File: src/rtl/seq_frame_tx.sv
// Serial frame transmitter: start bit, data MSB-first, optional parity bit, stop bit.
// Each line bit is held for BIT_CYCLES clocks; the line idles low.
module seq_frame_tx #(
    parameter int DATA_W     = 8,
    parameter int BIT_CYCLES = 1,
    parameter int PARITY_EN  = 1,
    parameter int PARITY_ODD = 0
) (
    input  logic              clk,
    input  logic              rst_n,
    input  logic              in_valid,
    input  logic [DATA_W-1:0] in_data,
    output logic              in_ready,
    output logic              tx_out,
    output logic              tx_busy,
    output logic              tx_done
);

    localparam int CYC_W = $clog2(BIT_CYCLES) + 1;
    localparam int BIT_W = $clog2(DATA_W) + 1;
    localparam logic [CYC_W-1:0] CYC_LAST = CYC_W'(BIT_CYCLES - 1);
    localparam logic [BIT_W-1:0] BIT_LAST = BIT_W'(DATA_W - 1);
    localparam logic             ODD_BIT  = (PARITY_ODD != 0);

    typedef enum logic [2:0] {
        IDLE,
        START,
        DATA,
        PARITY,
        STOP
    } state_e;

    state_e              state_q, state_d;
    logic [DATA_W-1:0]   shift_q, shift_d;
    logic                parity_q, parity_d;
    logic [CYC_W-1:0]    cyc_q, cyc_d;
    logic [BIT_W-1:0]    bit_q, bit_d;
    logic                tx_out_q, tx_out_d;
    logic                tx_busy_q, tx_busy_d;
    logic                tx_done_q, tx_done_d;
    logic                cyc_last;

    assign cyc_last = (cyc_q == CYC_LAST);
    assign in_ready = (state_q == IDLE);

    always_comb begin
        // NOTE: every variable gets a default before the case so no latch is inferred.
        state_d  = state_q;
        shift_d  = shift_q;
        parity_d = parity_q;
        cyc_d    = cyc_q;
        bit_d    = bit_q;

        unique case (state_q)
            IDLE: begin
                if (in_valid) begin
                    state_d  = START;
                    shift_d  = in_data;
                    parity_d = (^in_data) ^ ODD_BIT;
                    cyc_d    = '0;
                    bit_d    = '0;
                end
            end
            START: begin
                if (cyc_last) begin
                    state_d = DATA;
                    cyc_d   = '0;
                    bit_d   = '0;
                end else begin
                    cyc_d = cyc_q + CYC_W'(1);
                end
            end
            DATA: begin
                if (cyc_last) begin
                    cyc_d = '0;
                    if (bit_q == BIT_LAST) begin
                        state_d = (PARITY_EN != 0) ? PARITY : STOP;
                    end else begin
                        bit_d   = bit_q + BIT_W'(1);
                        shift_d = shift_q << 1;
                    end
                end else begin
                    cyc_d = cyc_q + CYC_W'(1);
                end
            end
            PARITY: begin
                if (cyc_last) begin
                    state_d = STOP;
                    cyc_d   = '0;
                end else begin
                    cyc_d = cyc_q + CYC_W'(1);
                end
            end
            STOP: begin
                if (cyc_last) begin
                    state_d = IDLE;
                    cyc_d   = '0;
                end else begin
                    cyc_d = cyc_q + CYC_W'(1);
                end
            end
            default: state_d = IDLE;
        endcase
    end

    // Outputs are registered from the next state so the line level lands
    // in the same cycle the state is entered.
    always_comb begin
        tx_out_d = 1'b0;
        unique case (state_d)
            START:   tx_out_d = 1'b1;
            DATA:    tx_out_d = shift_d[DATA_W-1];
            PARITY:  tx_out_d = parity_d;
            default: tx_out_d = 1'b0;
        endcase
        tx_busy_d = (state_d != IDLE);
        tx_done_d = (state_q == STOP) && (state_d == IDLE);
    end

    always_ff @(posedge clk) begin
        // NOTE: sequential state uses non-blocking assignments only.
        if (!rst_n) begin
            state_q   <= IDLE;
            shift_q   <= '0;
            parity_q  <= 1'b0;
            cyc_q     <= '0;
            bit_q     <= '0;
            tx_out_q  <= 1'b0;
            tx_busy_q <= 1'b0;
            tx_done_q <= 1'b0;
        end else begin
            state_q   <= state_d;
            shift_q   <= shift_d;
            parity_q  <= parity_d;
            cyc_q     <= cyc_d;
            bit_q     <= bit_d;
            tx_out_q  <= tx_out_d;
            tx_busy_q <= tx_busy_d;
            tx_done_q <= tx_done_d;
        end
    end

    assign tx_out  = tx_out_q;
    assign tx_busy = tx_busy_q;
    assign tx_done = tx_done_q;

endmodule

File: config.mk
export PLATFORM = sky130hd
export DESIGN_NAME = seq_frame_tx
export DESIGN_NICKNAME = d
export VERILOG_FILES = /design/src/rtl/seq_frame_tx.sv
export SDC_FILE = /design/constraint.sdc
export NUM_CORES = 1
export LEC_CHECK = 0
export ABC_CLOCK_PERIOD_IN_PS = 2300
export BUFFER_PORTS_ARGS = -buffer_cell sky130_fd_sc_hd__buf_2
export CORE_MARGIN = 1.5
export CORE_UTILIZATION = 35
export DETAILED_ROUTE_END_ITERATION = 8
export GPL_TIMING_DRIVEN = 0
export PLACE_DENSITY = 0.61
export SYNTH_ARGS = -nofsm -noshare
export SYNTH_HDL_FRONTEND = slang
export SYNTH_SLANG_ARGS = --single-unit
File: constraint.sdc
create_clock -name clk -period 2.3 [get_ports clk]
set_clock_uncertainty 0.1 [all_clocks]
set_input_delay 0.46 -clock clk [delete_from_list [all_inputs] [get_ports clk]]
set_output_delay 0.46 -clock clk [all_outputs]
set_load 0.05 [all_outputs]
==> metrics.txt <==
status=completed; Core Area=0.00228 mm^2; crit path cell chain=ha_1, and3b_4, a2111o_1, a222oi_1, o211ai_1; slowest library cell on the worst path=a2111o_1; Final setup viols=0; CP max stage delay=about 0.54 ns; post-CTS resize count=0; largest net degree at the start of global routing=11; DP HPWL=1220 um; post-layout total power=between 0.0006 and 0.0007 W; postcts setup bufs=0; routed vias/inst=5.46; grt total ovfl=0; Final WS setup=0.231 ns; Compound-Gate Fraction of Synth Area=between 10% and 20%; share of cells above drive strength 1=21.3%; Stages on worst setup path=5; main combinational cell family by area after synthesis=simple AND/OR/NAND/NOR gates; Die Y-Extent=roughly 53 um; ant diodes=0; CTS Buffer Depth=2; critical path endpoint category=register; commonest cells after routing, fill and taps aside=dfxtp_1, nor2_1, buf_2; CP Buf/Inv Count=0; final setup TNS=0 ns; #FFs+latches synth=19; top cell type's share of synthesized area=roughly 44%; initial cell density of the core=37.9%; Worst Setup Start Kind=register; final worst path period share=89.9%; max-cap violations=0; Total GRT Usage=15.3%; Worst EP arrival=2.15 ns; CTS root buf=clkbuf_4; Rows=17; Max VDD drop=418 uV; Area Overhead vs Synth=15.2%; Max Transition Viols Final=0; Mapped Avg Cell Area=9.58 um^2; top post-synthesis cells by area=dfxtp_1, a222oi_1, nor2_1; CTS Buf Count=3; # IOs=15; critical path class=register to register; via count of the first global-routing pass=712; switch share=29.4%; Yosys cell types=31; RR Startpoint=bit_q[0]$_SDFFE_PN0P_; Fmax=483 MHz; syn_nets=102; Initial DRC Count=32; Placed Instances=132; R2R cell count=5; min-delay src=in_data[6]; remaining antenna violation count=0; die width=52.6 um; clock-pin transition on the worst setup and hold timing paths=0.11 ns; Seq pwr share=53.2%; hold crit path type=input port to register; wire per inst=~13 um; P_int=0.000477 W; Worst-Margin Slew=0.602 ns; worst-skew pair later-pin latency=roughly 0.3 ns; H-tree levels=1; Slew HR=between 50% and 60%; Residual DRC=0; Critical Path Fanout Max=8; first-pass GRT wire length=3060 um; Req. time, crit path=2.39 ns; Power Density=680 mW/mm^2; total count of hold-check failures in the final report=0; post-synthesis cell area=~860 um^2; Yosys top cell by area=dfxtp_1; initial antenna violation count=0; Hold Path Cell Cnt=3; drt pass-1 iters=6; Comb pwr share=21.4%; DIE AREA=0.00277 mm^2; most common cell after layout, fill and taps aside=dfxtp_1; Final Wtd Congestion=0.732; post-layout min period=approximately 2.1 ns; fin nets=121; simple-gate share of the synthesized area=roughly 25%; Clock Sinks=19; buffers added on ports=14; Leak=between 0.3 and 0.4 nW; unrepaired setup endpoints after global routing=false; Clk network pwr share=25.4%; crit-path leading delay family=compound AO/OA/AOI/OAI gates; Via Count=approximately 740; P_sw=roughly 0.00020 W; final WL=1740 um; Synth Area in Adders=under 10%; mux share of post-synthesis cell area=0%; worst slack, placed=0.250 ns; Synth Instances=90; CTS Hold Bufs=0; Ys Warns=0; CTS tree=yes; Layout Cells excl Fill=136; Synth Area in XOR/XNOR=under 10%; Setup crit start=bit_q[0]$_SDFFE_PN0P_; register area share after synthesis=44.1%
routing by layer:
layer | global-route usage (%) | wire length, um | vias up
met2 | 24.2 | 784 | 22
met1 | 18.5 | 822 | 347
met4 | 5.98 | 17 | 0
met3 | 6.00 | 113 | 2
li1 | - | - | 372
met5 | 0 | 0 | -
Yosys cell counts:
master and n:
a2111o_1 1, a211oi_1 2, a21oi_1 5, a222oi_1 7
a22oi_1 1, and3_1 1, and3b_4 1, buf_2 1
buf_6 1, clkbuf_1 3, dfxtp_1 19, ha_1 1
inv_1 1, nand2_1 2, nand2b_1 2, nand2b_4 1
nand3b_1 1, nand4bb_1 1, nor2_1 17, nor3_1 4
nor3_2 1, nor3b_1 1, nor4b_1 1, nor4b_2 1
o211ai_1 1, o21ai_0 2, o22a_1 1, o31ai_1 1
or4_1 1, or4b_1 1, xnor2_1 7
power groups by stage:
stage	combinational, W	sequential [W]	clock [W]
3_5_place_dp	0.000146	0.000367	0
4_1_cts	0.000146	0.000360	0.000180
5_1_grt	0.000160	0.000362	0.000198
3_3_place_gp	0.000143	0.000366	0
6_report	0.000144	0.000360	0.000171
2_1_floorplan	0.0000996	0.000377	0
stage by stage:
step	cell area (um^2)	hold slack, ns	utilization [%]
after global routing	993	0.325	43.7
final	993	0.321	43.7
after CTS	993	0.311	43.7
after global placement	967	0.377	42.5
after detailed placement	967	0.386	42.5
after floorplan	862	0.358	-
state kept, by name (all words and copies together), names as in the netlist:
register and count:
tx_busy 1, bit_q 4, shift_q 8, tx_out 1, state_q 3, parity_q 1, tx_done 1
worst reg2reg max path, stage by stage, from the launching register on:
cell      delay [ns]
dfxtp_1         0.35
ha_1            0.23
and3b_4         0.21
a2111o_1        0.54
a222oi_1        0.39
o211ai_1        0.14
kinds of logic (layout without fill, tap and decap cells):
family / count (synthesis) / count (layout)
AO/OA/AOI/OAI: 21 / 21
XOR/XNOR: 7 / 7
adder cells (fa/ha/maj): 1 / 1
buffers and inverters: 6 / 24
flip-flops: 19 / 19
AND/OR/NAND/NOR: 36 / 36
worst paths after layout:
| path | to | slack, ns |
|---|---|---|
| worst max-delay path | tx_out$_SDFF_PN0_ | 0.23 |
| worst min-delay path | shift_q[6]$_SDFFE_PN0P_ | 0.32 |
| worst max register to register | tx_out$_SDFF_PN0_ | 0.23 |
| worst min register to register | bit_q[1]$_SDFFE_PN0P_ | 0.40 |
cell type report:
cell class                 instances  area [um^2]
buffer                             5         27.5
clock buffer                       4         26.3
fill                             235         1280
inverter                           1         3.75
multi-input combinational         65          450
sequential                        19          380
tap                               28         35.0
timing repair buffer              14         70.1
No activity file was read; power rests on OpenSTA's default activity.
